===== src/rtl/pat_code_encoder.sv =====
`default_nettype none
// ============================================================================
// Module   : pat_code_encoder
// Purpose  : Turns signed paddle-velocity samples and clear/stall requests
//            into 16-bit paddle command words. The words are queued in a
//            2-entry FIFO and released to the consumer on each Fetch pulse.
// Revision : 1.0  initial release
// ----------------------------------------------------------------------------
// Ports
//   clk           in   system clock, rising edge
//   rst           in   asynchronous active-high reset
//   sample_valid  in   one-cycle strobe qualifying sample_vx / sample_vy
//   sample_vx     in   signed horizontal velocity (W bits, two's complement)
//   sample_vy     in   signed vertical velocity   (W bits, two's complement)
//   clear_req     in   one-cycle request to enqueue a Clear word
//   stall_req     in   one-cycle request to enqueue a Stall word
//   Fetch         in   consumer pop strobe
//   Code          out  head FIFO word, 16'h0000 while the FIFO is empty
//   code_valid    out  FIFO holds at least one word
//   drop_cnt      out  saturating count of discarded words and requests
// ----------------------------------------------------------------------------
// Word layout: [15]=1, [14]=direction_y (swing), [13]=direction_x (vx<0),
//              [12:11]=cmd (00 move, 01 clear, 10 stall), [10:0]=magnitude
// ============================================================================
module pat_code_encoder #(
  parameter int W          = 12,
  parameter int DEAD_ZONE  = 16,
  parameter int SWING_TH   = 512,
  parameter int SWING_HOLD = 1000
) (
  input  logic         clk,
  input  logic         rst,
  input  logic         sample_valid,
  input  logic [W-1:0] sample_vx,
  input  logic [W-1:0] sample_vy,
  input  logic         clear_req,
  input  logic         stall_req,
  input  logic         Fetch,
  output logic [15:0]  Code,
  output logic         code_valid,
  output logic [7:0]   drop_cnt
);

  localparam int          MAG_MAX   = 2047;
  localparam int          HOLD_W    = (SWING_HOLD > 1) ? $clog2(SWING_HOLD) : 1;
  localparam logic [HOLD_W-1:0] HOLD_LOAD = HOLD_W'((SWING_HOLD > 0) ? SWING_HOLD - 1 : 0);

  typedef enum logic [1:0] {
    CMD_MOVE  = 2'b00,
    CMD_CLEAR = 2'b01,
    CMD_STALL = 2'b10
  } cmd_t;

  // --------------------------------------------------------------------------
  // Input arbitration: clear beats stall beats sample. Every asserted input
  // that loses counts as one drop.
  // --------------------------------------------------------------------------
  logic       sel_valid;
  cmd_t       sel_cmd;
  logic [1:0] req_cnt;
  logic [1:0] arb_drops;

  always_comb begin
    req_cnt   = 2'(clear_req) + 2'(stall_req) + 2'(sample_valid);
    sel_valid = clear_req | stall_req | sample_valid;
    arb_drops = sel_valid ? (req_cnt - 2'd1) : 2'd0;
    if (clear_req)      sel_cmd = CMD_CLEAR;
    else if (stall_req) sel_cmd = CMD_STALL;
    else                sel_cmd = CMD_MOVE;
  end

  // --------------------------------------------------------------------------
  // Sample field encoding. Arithmetic is done in int so that the -2^(W-1)
  // corner has a representable magnitude before saturation.
  // --------------------------------------------------------------------------
  int          vx_i;
  int          vy_i;
  int          abs_vx;
  logic [10:0] smp_mag;
  logic        smp_neg;
  logic        smp_swing;

  always_comb begin
    vx_i      = int'($signed(sample_vx));
    vy_i      = int'($signed(sample_vy));
    abs_vx    = (vx_i < 0) ? -vx_i : vx_i;
    smp_neg   = (vx_i < 0);
    smp_swing = (vy_i >= SWING_TH);
    if (abs_vx < DEAD_ZONE)     smp_mag = 11'd0;
    else if (abs_vx > MAG_MAX)  smp_mag = 11'(MAG_MAX);
    else                        smp_mag = 11'(abs_vx);
  end

  // --------------------------------------------------------------------------
  // Stage 1 register. The swing candidate is kept raw and qualified with the
  // holdoff counter as the word is written, so a swing that lands in the FIFO
  // suppresses one sitting right behind it in this stage.
  // --------------------------------------------------------------------------
  logic        st_valid;
  cmd_t        st_cmd;
  logic        st_neg;
  logic        st_swing;
  logic [10:0] st_mag;

  always_ff @(posedge clk or posedge rst) begin
    if (rst) begin
      st_valid <= 1'b0;
      st_cmd   <= CMD_MOVE;
      st_neg   <= 1'b0;
      st_swing <= 1'b0;
      st_mag   <= 11'd0;
    end else begin
      st_valid <= sel_valid;
      st_cmd   <= sel_cmd;
      if (sel_cmd == CMD_MOVE) begin
        st_neg   <= smp_neg;
        st_swing <= smp_swing;
        st_mag   <= smp_mag;
      end else begin
        st_neg   <= 1'b0;
        st_swing <= 1'b0;
        st_mag   <= 11'd0;
      end
    end
  end

  logic [HOLD_W-1:0] hold_cnt;
  logic              st_dy;
  logic [15:0]       st_word;

  always_comb begin
    st_dy   = st_swing && (hold_cnt == '0);
    st_word = {1'b1, st_dy, st_neg, st_cmd, st_mag};
  end

  // --------------------------------------------------------------------------
  // 2-entry FIFO (head/tail). A write into a full FIFO survives only if the
  // consumer pops in the same cycle.
  // --------------------------------------------------------------------------
  logic [15:0] head;
  logic [15:0] tail;
  logic [1:0]  fifo_cnt;
  logic        pop;
  logic        wr_drop;
  logic        wr_accept;

  always_comb begin
    pop       = Fetch && (fifo_cnt != 2'd0);
    wr_drop   = st_valid && (fifo_cnt == 2'd2) && !pop;
    wr_accept = st_valid && !wr_drop;
  end

  always_ff @(posedge clk or posedge rst) begin
    if (rst) begin
      head     <= 16'h0000;
      tail     <= 16'h0000;
      fifo_cnt <= 2'd0;
    end else begin
      case (fifo_cnt)
        2'd0: begin
          if (st_valid) begin
            head     <= st_word;
            fifo_cnt <= 2'd1;
          end
        end
        2'd1: begin
          if (pop && st_valid) begin
            head <= st_word;                 // occupancy stays at 1
          end else if (pop) begin
            fifo_cnt <= 2'd0;
          end else if (st_valid) begin
            tail     <= st_word;
            fifo_cnt <= 2'd2;
          end
        end
        default: begin
          if (pop && st_valid) begin
            head <= tail;
            tail <= st_word;                 // stays full
          end else if (pop) begin
            head     <= tail;
            fifo_cnt <= 2'd1;
          end
          // write without pop is dropped; contents unchanged
        end
      endcase
    end
  end

  // --------------------------------------------------------------------------
  // Swing holdoff: armed only by a swing word that actually enters the FIFO.
  // --------------------------------------------------------------------------
  always_ff @(posedge clk or posedge rst) begin
    if (rst) begin
      hold_cnt <= '0;
    end else if (wr_accept && st_dy) begin
      hold_cnt <= HOLD_LOAD;
    end else if (hold_cnt != '0) begin
      hold_cnt <= hold_cnt - 1'b1;
    end
  end

  // --------------------------------------------------------------------------
  // Drop counter: up to three drops per cycle, clipped at 255.
  // --------------------------------------------------------------------------
  logic [9:0] drop_sum;

  always_comb begin
    drop_sum = 10'(drop_cnt) + 10'(arb_drops) + 10'(wr_drop);
  end

  always_ff @(posedge clk or posedge rst) begin
    if (rst) begin
      drop_cnt <= 8'd0;
    end else if (drop_sum > 10'd255) begin
      drop_cnt <= 8'hFF;
    end else begin
      drop_cnt <= drop_sum[7:0];
    end
  end

  // Outputs are a direct view of FIFO state, so reset clears them at once.
  always_comb begin
    code_valid = (fifo_cnt != 2'd0);
    Code       = code_valid ? head : 16'h0000;
  end

endmodule
`default_nettype wire


===== config.mk =====
export PLATFORM = sky130hd
export DESIGN_NAME = pat_code_encoder
export DESIGN_NICKNAME = d
export VERILOG_FILES = /design/src/rtl/pat_code_encoder.sv
export SDC_FILE = /design/constraint.sdc
export NUM_CORES = 1
export LEC_CHECK = 0
export CAP_MARGIN = 25
export CORE_MARGIN = 2
export CORE_UTILIZATION = 45
export DETAILED_ROUTE_END_ITERATION = 7
export GPL_TIMING_DRIVEN = 0
export PLACE_DENSITY = 0.69
export SLEW_MARGIN = 20
export SYNTH_ARGS = -nofsm -noshare
export SYNTH_HDL_FRONTEND = slang
export SYNTH_SLANG_ARGS = --single-unit
export TNS_END_PERCENT = 10

===== constraint.sdc =====
create_clock -name clk -period 4.1 [get_ports clk]
set_input_delay 0.41 -clock clk [delete_from_list [all_inputs] [get_ports clk]]
set_output_delay 0.41 -clock clk [all_outputs]
set_load 0.02 [all_outputs]

Word-level counts from Yosys, hierarchy flattened:

Cells that the tools add are included.

* register bits after elaboration: 68
* input port bits: 30
* output and inout bits: 25
* word-level logic and storage cells: 83

* $add $sub $neg: 7
* $lt $le $gt $ge: 5
* eq/ne operators: 8
* multiplexer cells: 28
* bitwise logic cells: 3
* reduce and logical (&&, ||, !) cells: 22

Operators by type and width (number)
* $mux W16: 7
* $pmux W16 S2: 2
* $mux W11: 3
* $gt A32 B12 Y1 const B: 1
* $lt A32 B6 Y1 const B: 1
* $mux W32: 1
* $neg A12 Y32: 1
* $mux W10: 2
* $mux W2: 9
* $ge A12 B11 Y1 const B: 1
* $lt A12 B1 Y1 const B: 1
* $add A9 B1 Y10: 1
* $gt A10 B8 Y1 const B: 1
* $logic_not A10 Y1: 1
* $reduce_and A5 Y1: 2
* $reduce_bool A10 Y1: 1
* $sub A10 B1 Y10 const B: 1
* $add A8 B2 Y9: 1
* $mux W8: 1
* $ne A2 B2 Y1 const B: 4
* $reduce_bool A2 Y1: 4
* $logic_and A1 B1 Y1: 7
* $reduce_bool A3 Y1: 2
* $logic_not A2 Y1: 2
* other kinds (13): 16

Depth between registers and ports, before layout:

Gate-level depths: netlist (run 1).

* word-level depth: 8
* mapped depth: 12
* mapped depth without buffers: 12

Least setup slack after synthesis (run 1):

No wires, ideal clock.

* path kind: input to register
* from: in stall_req
* to: reg drop_cnt[3]
* library setup time: 0.083 ns
* data arrival time: 2.280 ns
* data required time: 4.017 ns
* path slack: 1.737 ns
* stages on the path: 10
* buffers on the path: 0
* cells stage by stage: inv_1 ha_1 inv_1 ha_1 nand2_1 fa_1 fa_1 nor2_1 nand3_1 o21ai_0

* longest elaborated chain between the ends: 8
* elaborated cells on any way between the ends: 10
* those cells by class: 5 x add/sub; 1 x order compare; 2 x mux; 2 x bitwise

RTL lines
* from (decl): RTL line 37 `input logic stall_req,`
* $add A1 B1 Y2: RTL line 64 `req_cnt = 2'(clear_req) + 2'(stall_req) + 2'(sample_valid);`
* $add A2 B1 Y2: RTL line 64
* $sub A2 B1 Y2: RTL line 66 `arb_drops = sel_valid ? (req_cnt - 2'd1) : 2'd0;`
* $mux W2 *: RTL line 66
* $add A8 B2 Y9 *: RTL line 209 `drop_sum = 10'(drop_cnt) + 10'(arb_drops) + 10'(wr_drop);`
* $add A9 B1 Y10 *: RTL line 209
* $gt A10 B8 Y1: RTL line 215 `end else if (drop_sum > 10'd255) begin`
* $mux W8 *: RTL line 215
* to (signal assigned): RTL line 218 `drop_cnt <= drop_sum[7:0];`
* to (decl): RTL line 41 `output logic [7:0] drop_cnt`

Every way passes the cells marked *; elsewhere a longest branch is shown, timed or not.
A chain may end at the register's enable or synchronous reset.

Final worst setup path (run 1):

* from: reg fifo_cnt[1]
* to: out Code[12]

* longest elaborated chain between the ends: 2

RTL lines
* from (decl): RTL line 142 `logic [1:0] fifo_cnt;`
* from (signal assigned): RTL line 157 `fifo_cnt <= 2'd0;`
* from (signal assigned): RTL line 163 `fifo_cnt <= 2'd1;`
* from (signal assigned): RTL line 170 `fifo_cnt <= 2'd0;`
* $reduce_bool A2 Y1: RTL line 224 `code_valid = (fifo_cnt != 2'd0);`
* $mux W16: RTL line 225 `Code = code_valid ? head : 16'h0000;`
* to (decl): RTL line 39 `output logic [15:0] Code,`

Every way passes these cells.

==> insert_results.sql, run 1 <==
INSERT INTO impl_metrics (metric_group, metric, value, unit) VALUES
('cts', 'post-cts-setup-buffers', '0', ''),
('timing', 'period_minus_slack', '2.850', 'ns'),
('synth', 'post_synth_edffs', '0', ''),
('timing', 'finalMaxSlewViolations', '0', ''),
('cts', 'cts.htree.levels', '3', ''),
('die', 'die_width', '91.13', 'um'),
('timing', 'relSlewSlack', '61.16', '%'),
('cts', 'cts-hold-fix-buffers', '0', ''),
('layout', 'drive_above_1_share', '13.11', '%'),
('critical_path', 'regToRegStartpoint', 'st_valid', ''),
('power_and_ir_drop', 'power.ir.vdd_worst', '0.4112', 'mV'),
('routing', 'drt-vias-per-instance', '5.322', ''),
('synth', 'synthCells', '328', ''),
('routing', 'drt-wirelength-per-cell', '14.24', 'um'),
('layout', 'fillCellCount', '646', ''),
('critical_path', 'worst_ep_required_time', '3.69', 'ns'),
('critical_path', 'worst-path-stages', '4', ''),
('routing', 'routed-via-count', '2597', ''),
('routing', 'drcViolationCount', '0', ''),
('cts', 'cts-resized-gates', '0', ''),
('synth', 'synth.lib_cells_used.distinct', '47', ''),
('critical_path', 'critPathMaxStageDelay', '0.57', 'ns'),
('synth', 'post_syn_area_per_cell', '10.41', 'sq um'),
('routing', 'drtIter0Drc', '134', ''),
('synth', 'synth.top_cell.area_share', '49.82', '%'),
('cts', 'clock_path_buffers', '2', ''),
('power_and_ir_drop', 'power.leakage', '0.001975', 'uW'),
('timing', 'setup_viol', '0', ''),
('global_routing', 'first_global_vias', '2562', ''),
('cts', 'path_clk_slew', '0.08', 'ns'),
('layout', 'mostFrequentLayoutCells', 'dfrtp_1, clkdlybuf4s50_1, nand2_1, o21ai_0, inv_1', ''),
('synth', 'netlist.top_cell.by_area', 'dfrtp_1', ''),
('synth', 'synth.area.top_cells', 'dfrtp_1, mux2i_1, mux2_2', ''),
('die', 'placement_rows', '31', ''),
('die', 'vertical_extent_of_the_die', '91.13', 'um'),
('layout', 'antenna_cells_inserted', '0', ''),
('layout', 'final_area', '4297', 'sq um'),
('critical_path', 'cp_max_fo', '10', ''),
('layout', 'final_nets', '421', ''),
('cts', 'clock-root-buffer', 'clkbuf_8', ''),
('layout', 'flow.area_growth_from_synthesis', '25.79', '%'),
('routing', 'drt_pass1_iterations', '4', ''),
('place', 'placedInstanceArea', '4010', 'sq um'),
('synth', 'synth_seq_cells', '68', ''),
('critical_path', 'critPathBufInv', '2', ''),
('global_routing', 'grt_antenna_before_repair', '0', ''),
('timing', 'transition_time_at_the_pin_with_the_least_slew_margin', '0.5805', 'ns'),
('power_and_ir_drop', 'power.density_cell_area', '553.4', 'nW/um^2'),
('global_routing', 'gr-total-overflow', '0', ''),
('die', 'floorplan.initialDensity', '46.84', '%'),
('layout', 'final_common_cell', 'dfrtp_1', ''),
('run_status', 'status', 'finished clean', ''),
('routing', 'sum_of_routed_wire_length_over_all_layers', '6950', 'um'),
('critical_path', 'worst_path_dominant_cell_family', 'buffers and inverters', ''),
('critical_path', 'critPathKind', 'reg -> out', ''),
('synth', 'commonest_register_cell_after_synthesis', 'dfrtp_1', ''),
('critical_path', 'rrSetupSlack', '1.72', 'ns'),
('synth', 'synth.cell_area', '3416', 'sq um'),
('synth', 'mappedNetlistNets', '365', ''),
('critical_path', 'rr_worst_depth', '7', ''),
('min_path', 'hp-class', 'in -> async', ''),
('critical_path', 'kind_of_end_point_of_the_critical_path', 'primary output', ''),
('timing', 'maxClockFrequency', '350.8', 'MHz'),
('routing', 'ant_nets', '0', ''),
('die', 'design.portCount', '55', ''),
('timing', 'unrepaired_setup_endpoints_after_global_routing', 'false', ''),
('synth', 'yosysWarnings', '0', ''),
('critical_path', 'crit_path_cell_trace', 'nor2_1, clkbuf_1, nor2b_1, clkdlybuf4s50_1', ''),
('layout', 'multiInputGateArea', '1559', 'sq um'),
('synth', 'register_area_share_after_synthesis', '49.82', '%'),
('critical_path', 'crit_path_end', 'Code[12]', '');
## flip-flops by register name (all words and copies together), names as in the netlist, 2 cells and up
signal    count
head         16
hold_cnt     10
tail         16
drop_cnt      8
st_cmd        2
fifo_cnt      2
st_mag       11
## worst register-to-register path, cell delays in order (launching register included)
cell	delay, ns
dfrtp_1	0.33
clkbuf_1	0.27
nand4bb_1	0.21
fa_1	0.47
fa_1	0.48
nor2_1	0.18
nand3_1	0.22
o21ai_0	0.14
## area by class of cell
cell class	instances	share of cell area, %
flip-flops and latches	68	39.60
clock inverters	6	3.698
repair buffers	45	10.89
plain buffers	14	1.864
multi-input cells	226	36.28
well taps	99	2.883
inverters	20	1.805
clock buffers	10	2.970
## per-stage QoR
step	setup WS, ns	util [%]	hold WS, ns	cells	total power [uW]
2_1_floorplan	1.737	-	0.4145	328	1316
3_3_place_gp	0.8491	54.58	0.4257	471	1586
3_5_place_dp	0.9265	54.99	0.4294	472	1612
4_1_cts	1.179	58.92	0.3515	488	2401
5_1_grt	1.028	58.92	0.3783	488	2514
6_report	1.250	58.92	0.3516	488	2378
## worst min-delay path by stage
stage,to,depth (start not counted)
final,hold_cnt[6],2
after global routing,hold_cnt[6],2
after CTS,hold_cnt[6],2
after detailed placement,tail[15],2
after global placement,tail[15],2
after floorplan,tail[15],2
## cell usage after synthesis, drive strengths merged (2+ instances only)
cell / count
inv: 20
xnor2: 3
a211oi: 2
o21ai: 22
and3: 2
mux2: 15
ha: 5
nand4: 3
nor3: 9
buf: 7
o31ai: 4
nor2b: 15
clkbuf: 7
nor2: 18
or3: 11
or3b: 2
a21oi: 13
nor4: 5
xor2: 8
a21o: 3
mux2i: 18
dfrtp: 68
fa: 2
o22ai: 2
nand2b: 2
nand2: 37
o211ai: 3
nand3: 8
a311oi: 2
## kinds of logic after synthesis
kind of cell	share of synthesized area (%)
and+or+nand+nor	18.42
DFF	49.82
AOI/OAI and AO/OA	11.17
buffers and inverters	4.542
muxes	10.22
xor gates and xnor gates	2.821
adders and majority gates	3.004
## per-layer routing
metal | track usage [%] | vias to the layer above | share of wire [%]
met3 | 3.154 | 11 | 3.3
met1 | 23.62 | 1271 | 46
li1 | - | 1258 | -
met2 | 29.63 | 57 | 49
met4 | 7.323 | 0 | 1.9
met5 | 0 | - | 0
## power breakdown
group          switching, uW  total, uW  internal [uW]
logic                    373        710            337
registers               87.6        880            793
clock network            258        788            530
total                    719       2380           1660
Power figures use the tool's default switching activity.
==> inputs of run 2 (changes only) <==
==> constraint.sdc (replaced) <==
create_clock -name clk -period 2.85 [get_ports clk]
set_input_delay 0.285 -clock clk [delete_from_list [all_inputs] [get_ports clk]]
set_output_delay 0.285 -clock clk [all_outputs]
set_load 0.02 [all_outputs]
==> insert_results.sql, run 2 (synthesis results as in run 1) <==
INSERT INTO impl_metrics (metric_group, metric, value, unit) VALUES
('critical_path', 'crit_path_end', 'drop_cnt[3]', ''),
('critical_path', 'kind_of_end_point_of_the_critical_path', 'flop', ''),
('layout', 'drive_above_1_share', '13.62', '%'),
('die', 'die_width', '91.13', 'um'),
('cts', 'cts_tree', 'yes', ''),
('layout', 'final_common_cell', 'dfrtp_1', ''),
('timing', 'finalMaxSlewViolations', '0', ''),
('critical_path', 'worst_r2r_endpoint', 'drop_cnt[3]', ''),
('die', 'placement_rows', '31', ''),
('global_routing', 'gr-total-overflow', '0', ''),
('layout', 'fillCellCount', '645', ''),
('critical_path', 'cp_max_fo', '6', ''),
('die', 'vertical_extent_of_the_die', '91.13', 'um'),
('critical_path', 'worst_ep_required_time', '3.11', 'ns'),
('critical_path', 'crit_path_start', 'stall_req', ''),
('timing', 'timing_hold_violations_final', '0', ''),
('die', 'design.portCount', '55', ''),
('global_routing', 'grt_first_pass_wirelength', '12000', 'um'),
('cts', 'post-cts-setup-buffers', '0', ''),
('critical_path', 'critPathMaxStageDelay', '0.51', 'ns'),
('power_and_ir_drop', 'power.ir.vdd_worst', '0.5944', 'mV'),
('critical_path', 'rr_worst_depth', '7', ''),
('routing', 'drcViolationCount', '0', ''),
('timing', 'final.setup_skew', '0.01292', 'ns'),
('layout', 'antenna_cells_inserted', '0', ''),
('routing', 'drt-wirelength-per-cell', '14.24', 'um'),
('place', 'routabilityCongestion', '0.8622', ''),
('run_status', 'status', 'finished clean', ''),
('routing', 'drt-vias-per-instance', '5.287', ''),
('timing', 'maxClockFrequency', '382.1', 'MHz'),
('cts', 'clock-root-buffer', 'clkbuf_8', ''),
('cts', 'path_clk_slew', '0.08', 'ns'),
('layout', 'mostFrequentLayoutCells', 'dfrtp_1, clkdlybuf4s50_1, nand2_1, o21ai_0, inv_1', ''),
('cts', 'cts.htree.levels', '3', ''),
('global_routing', 'first_global_vias', '2562', ''),
('layout', 'multiInputGateArea', '1567', 'sq um'),
('min_path', 'hp-class', 'in -> async', ''),
('routing', 'drt_pass1_iterations', '4', ''),
('cts', 'clock_tree_sinks', '68', ''),
('timing', 'relSlewSlack', '61.34', '%'),
('cts', 'cts-hold-fix-buffers', '0', ''),
('critical_path', 'critPathKind', 'in -> reg', ''),
('layout', 'biggestRegsByFlops', 'head: 16 flops, tail: 16 flops, st_mag: 11 flops', ''),
('timing', 'least_setup_slack_across_all_paths_after_layout', '0.2330', 'ns'),
('routing', 'sum_of_routed_wire_length_over_all_layers', '6947', 'um'),
('routing', 'drtIter0Drc', '131', ''),
('die', 'core_region_area', '7292', 'sq um'),
('timing', 'setup_viol', '0', ''),
('routing', 'routed-via-count', '2580', ''),
('place', 'place_hpwl', '5047', 'um'),
('cts', 'cts-buffers-inserted', '9', ''),
('timing', 'transition_time_at_the_pin_with_the_least_slew_margin', '0.5774', 'ns'),
('timing', 'unrepaired_setup_endpoints_after_global_routing', 'false', ''),
('layout', 'flow.area_growth_from_synthesis', '26.01', '%'),
('critical_path', 'rrSetupSlack', '0.52', 'ns'),
('cts', 'cts-resized-gates', '0', ''),
('timing', 'period_minus_slack', '2.617', 'ns'),
('global_routing', 'grt_antenna_before_repair', '0', ''),
('layout', 'sequential_cell_area', '1702', 'sq um'),
('critical_path', 'arrival', '2.87', 'ns'),
('die', 'floorplan.initialDensity', '46.84', '%'),
('flow_run', 'max_cap_violations', '0', ''),
('power_and_ir_drop', 'power.density_cell_area', '795.5', 'nW/um^2'),
('critical_path', 'critical_path.startpoint_type', 'input port', ''),
('timing', 'final_worst_path_cycle_share', '91.83', '%'),
('cts', 'clkLatencyLatePin', '0.34', 'ns'),
('global_routing', 'groute.usage.overall', '18.01', '%'),
('global_routing', 'pin_count_of_the_biggest_net_entering_global_routing', '52', ''),
('critical_path', 'crit_path_cell_trace', 'clkdlybuf4s50_1, inv_1, ha_1, inv_1, ha_1, nand2_1, fa_1, fa_1, nor2_1, nand3_2, o21ai_0', ''),
('critical_path', 'crit_path_slowest_cell', 'clkdlybuf4s50_1', ''),
('cts', 'clock_path_buffers', '2', ''),
('timing', 'whs', '0.2343', 'ns'),
('place', 'buffer_ports.inserted', '44', ''),
('routing', 'ant_nets', '0', ''),
('critical_path', 'regToRegStartpoint', 'st_valid', ''),
('die', 'area_enclosed_by_the_die_boundary', '8304', 'sq um'),
('power_and_ir_drop', 'post-layout-total-power', '3424', 'uW'),
('power_and_ir_drop', 'power.leakage', '0.001975', 'uW'),
('layout', 'final_nets', '421', ''),
('place', 'pre_cts_slack', '-0.1985', 'ns');
==> run 2: cell types whose count changed in the layout (fill, tap and decap cells not counted) <==
cell,delta
nand3_1,-1
nand3_2,+1
nor2_1,-1
nor2_2,+1
==> run 2: per-layer routing <==
layer	GRT usage, %	up-vias	part of all wire, %
met2	29.63	51	49
li1	-	1258	-
met3	3.154	9	2.6
met5	0	-	0
met1	23.62	1262	47
met4	7.323	0	1.6
==> run 2: stage by stage <==
step	TNS [ns]	std cells	utilization [%]	cell area, sq um
after floorplan	0	328	-	3416
after global placement	-19.14	471	54.58	3980
after detailed placement	-0.9920	472	54.99	4010
after CTS	0	488	58.92	4297
after global routing	0	488	59.03	4304
final	0	488	59.03	4304
==> run 2: critical path, delay by kind of cell <==
family / cells / cell delay (ns)
fa+ha+maj: 4 / 1.42
simple gates: 3 / 0.44
buf+inv: 3 / 0.63
compound gates: 1 / 0.11
==> run 2: final cells by class <==
cell class	count	area share, %
multi-input cells	226	36.40
clock buffers	10	2.965
clock inverters	6	3.692
flip-flops and latches	68	39.53
well taps	99	2.878
plain buffers	14	1.860
repair buffers	45	10.87
inverters	20	1.802
==> run 2: worst min-delay path by stage <==
stage | from | to | slack [ns] | cells past startpoint
finish | rst | hold_cnt[6] | 0.23 | 2
global route | rst | hold_cnt[6] | 0.25 | 2
CTS | rst | hold_cnt[6] | 0.23 | 2
detailed placement | tail[15] | tail[15] | 0.43 | 2
global placement | tail[15] | tail[15] | 0.43 | 2
floorplan | clear_req | st_cmd[0] | 0.32 | 0
==> run 2: report_power, final <==
part	total (uW)	switching [uW]	internal [uW]	leakage [uW]
Combinational	1020	537	486	0.000979
Sequential	1270	131	1140	0.000855
Clock	1130	368	762	0.000141
Total	3420	1040	2390	0.00198
==> inputs of run 3 (changes only) <==
--- a/config.mk
+++ b/config.mk
@@ -7,10 +7,10 @@
 export LEC_CHECK = 0
 export CAP_MARGIN = 25
 export CORE_MARGIN = 2
-export CORE_UTILIZATION = 45
+export CORE_UTILIZATION = 53
 export DETAILED_ROUTE_END_ITERATION = 7
 export GPL_TIMING_DRIVEN = 0
-export PLACE_DENSITY = 0.69
+export PLACE_DENSITY = 0.79
 export SLEW_MARGIN = 20
 export SYNTH_ARGS = -nofsm -noshare
 export SYNTH_HDL_FRONTEND = slang
==> insert_results.sql, run 3 (synthesis results as in run 1) <==
INSERT INTO impl_metrics (metric_group, metric, value, unit) VALUES
('layout', 'mostFrequentLayoutCells', 'dfrtp_1, clkdlybuf4s50_1, nand2_1, o21ai_0, inv_1', ''),
('critical_path', 'critPathKind', 'in -> reg', ''),
('layout', 'final_area', '4235', 'sq um'),
('routing', 'sum_of_routed_wire_length_over_all_layers', '6908', 'um'),
('global_routing', 'gr-total-overflow', '0', ''),
('layout', 'final_nets', '421', ''),
('cts', 'clock-root-buffer', 'clkbuf_8', ''),
('timing', 'period_minus_slack', '2.633', 'ns'),
('routing', 'routed-via-count', '2591', ''),
('timing', 'final_worst_path_cycle_share', '92.37', '%'),
('place', 'routabilityCongestion', '0.8347', ''),
('critical_path', 'kind_of_end_point_of_the_critical_path', 'flop', ''),
('timing', 'unrepaired_setup_endpoints_after_global_routing', 'false', ''),
('routing', 'drcViolationCount', '0', ''),
('timing', 'relSlewSlack', '63.20', '%'),
('die', 'floorplan.initialDensity', '54.41', '%'),
('power_and_ir_drop', 'power.density_cell_area', '771.9', 'nW/um^2'),
('timing', 'least_setup_slack_across_all_paths_after_layout', '0.2174', 'ns'),
('global_routing', 'grt_first_pass_wirelength', '11730', 'um'),
('place', 'buffer_ports.inserted', '44', ''),
('layout', 'flow.area_growth_from_synthesis', '23.99', '%'),
('place', 'place_hpwl', '4865', 'um'),
('power_and_ir_drop', 'power.leakage', '0.001953', 'uW'),
('place', 'placedInstanceArea', '3983', 'sq um'),
('cts', 'clkLatencyLatePin', '0.34', 'ns'),
('place', 'post-place-cells', '450', ''),
('critical_path', 'worst_ep_required_time', '3.10', 'ns'),
('timing', 'transition_time_at_the_pin_with_the_least_slew_margin', '0.5496', 'ns'),
('layout', 'biggestRegsByFlops', 'head: 16 flops, tail: 16 flops, st_mag: 11 flops', ''),
('timing', 'final.setup_skew', '0.005811', 'ns'),
('layout', 'finalCoreUtilization', '67.47', '%'),
('cts', 'cts_tree', 'yes', ''),
('cts', 'clock_path_buffers', '2', ''),
('critical_path', 'worst_r2r_endpoint', 'drop_cnt[3]', ''),
('timing', 'maxClockFrequency', '379.9', 'MHz'),
('place', 'pre_cts_slack', '-0.1975', 'ns'),
('critical_path', 'critical_path.startpoint_type', 'input port', ''),
('timing', 'finalMaxSlewViolations', '0', ''),
('layout', 'final_common_cell', 'dfrtp_1', ''),
('cts', 'cts-buffers-inserted', '9', ''),
('die', 'area_enclosed_by_the_die_boundary', '7103', 'sq um'),
('timing', 'timing_hold_violations_final', '0', ''),
('layout', 'layout.cells.non_filler', '466', ''),
('cts', 'cts.htree.levels', '3', ''),
('die', 'die_width', '84.28', 'um'),
('cts', 'post-cts-setup-buffers', '0', ''),
('layout', 'drive_above_1_share', '13.88', '%'),
('min_path', 'hp-class', 'in -> async', ''),
('timing', 'whs', '0.2387', 'ns'),
('routing', 'drt-wirelength-per-cell', '14.82', 'um'),
('global_routing', 'groute.usage.overall', '20.73', '%'),
('die', 'design.portCount', '55', ''),
('layout', 'multiInputGateArea', '1564', 'sq um'),
('power_and_ir_drop', 'power.ir.vdd_worst', '0.5778', 'mV'),
('critical_path', 'crit_path_end', 'drop_cnt[3]', ''),
('global_routing', 'first_global_vias', '2535', ''),
('critical_path', 'rrSetupSlack', '0.57', 'ns'),
('routing', 'drtIter0Drc', '166', ''),
('routing', 'ant_nets', '0', ''),
('global_routing', 'grt_antenna_before_repair', '0', ''),
('cts', 'path_clk_slew', '0.08', 'ns'),
('timing', 'setup_viol', '0', ''),
('flow_run', 'max_cap_violations', '0', ''),
('global_routing', 'pin_count_of_the_biggest_net_entering_global_routing', '53', ''),
('critical_path', 'arrival', '2.89', 'ns'),
('critical_path', 'crit_path_start', 'stall_req', ''),
('routing', 'drt_pass1_iterations', '4', ''),
('layout', 'fillCellCount', '492', ''),
('run_status', 'status', 'finished clean', ''),
('critical_path', 'rr_worst_depth', '7', ''),
('critical_path', 'regToRegStartpoint', 'st_valid', ''),
('layout', 'antenna_cells_inserted', '0', ''),
('die', 'core_region_area', '6277', 'sq um'),
('die', 'vertical_extent_of_the_die', '84.28', 'um'),
('die', 'placement_rows', '29', ''),
('cts', 'clock_tree_sinks', '68', ''),
('layout', 'sequential_cell_area', '1702', 'sq um'),
('critical_path', 'cp_max_fo', '6', ''),
('routing', 'drt-vias-per-instance', '5.560', '');
## run 3: through the flow
| stage | power [uW] | setup TNS, ns |
|---|---|---|
| floorplan | 1893 | 0 |
| global placement | 2269 | -15.13 |
| detailed placement | 2311 | -0.8864 |
| CTS | 3282 | 0 |
| global route | 3451 | 0 |
| finish | 3269 | 0 |
## run 3: area by class of cell
class                           instances  share of cell area, %
Buffer                                 14                  1.891
Clock inverter                          7                  2.925
Timing Repair Buffer                   45                  11.05
Multi-Input combinational cell        226                  36.93
Sequential cell                        68                  40.18
Clock buffer                            9                  2.925
Tap cell                               77                  2.275
Inverter                               20                  1.832
## run 3: critical path, stage by stage
cell and delay (ns):
clkdlybuf4s50_1 0.51, inv_1 0.08, ha_1 0.30, inv_1 0.04
ha_1 0.26, nand2_1 0.06, fa_1 0.40, fa_2 0.41
nor2_1 0.17, nand3_1 0.21, o21ai_0 0.16
## run 3: repair_timing
item                                    4_1_cts  5_1_grt
resized for setup                             0        2
hold buffers                                  0        0
endpoints found under the setup margin        0        4
hold endpoints to repair                      0        0
## run 3: how the worst min path moves through the flow
stage               startpoint     endpoint  cells after the start
global placement      tail[15]     tail[15]                      2
detailed placement    tail[15]     tail[15]                      2
floorplan            clear_req    st_cmd[0]                      0
CTS                        rst  drop_cnt[1]                      2
finish                     rst  drop_cnt[1]                      2
global route               rst  drop_cnt[1]                      2
## run 3: where the power goes
| part | leakage (uW) | total (uW) | switching [uW] | internal [uW] |
|---|---|---|---|---|
| registers | 0.000855 | 1270 | 133 | 1140 |
| logic | 0.000978 | 1030 | 541 | 488 |
| clock network | 0.000120 | 968 | 381 | 587 |
| total | 0.00195 | 3270 | 1050 | 2210 |
## run 3: layer usage
metal / up-vias / track usage [%] / routed length, um
li1: 1258 / - / -
met1: 1245 / 28.18 / 3132
met2: 72 / 33.69 / 3373
met3: 16 / 3.147 / 281
met4: 0 / 8.211 / 121
met5: - / 0 / 0
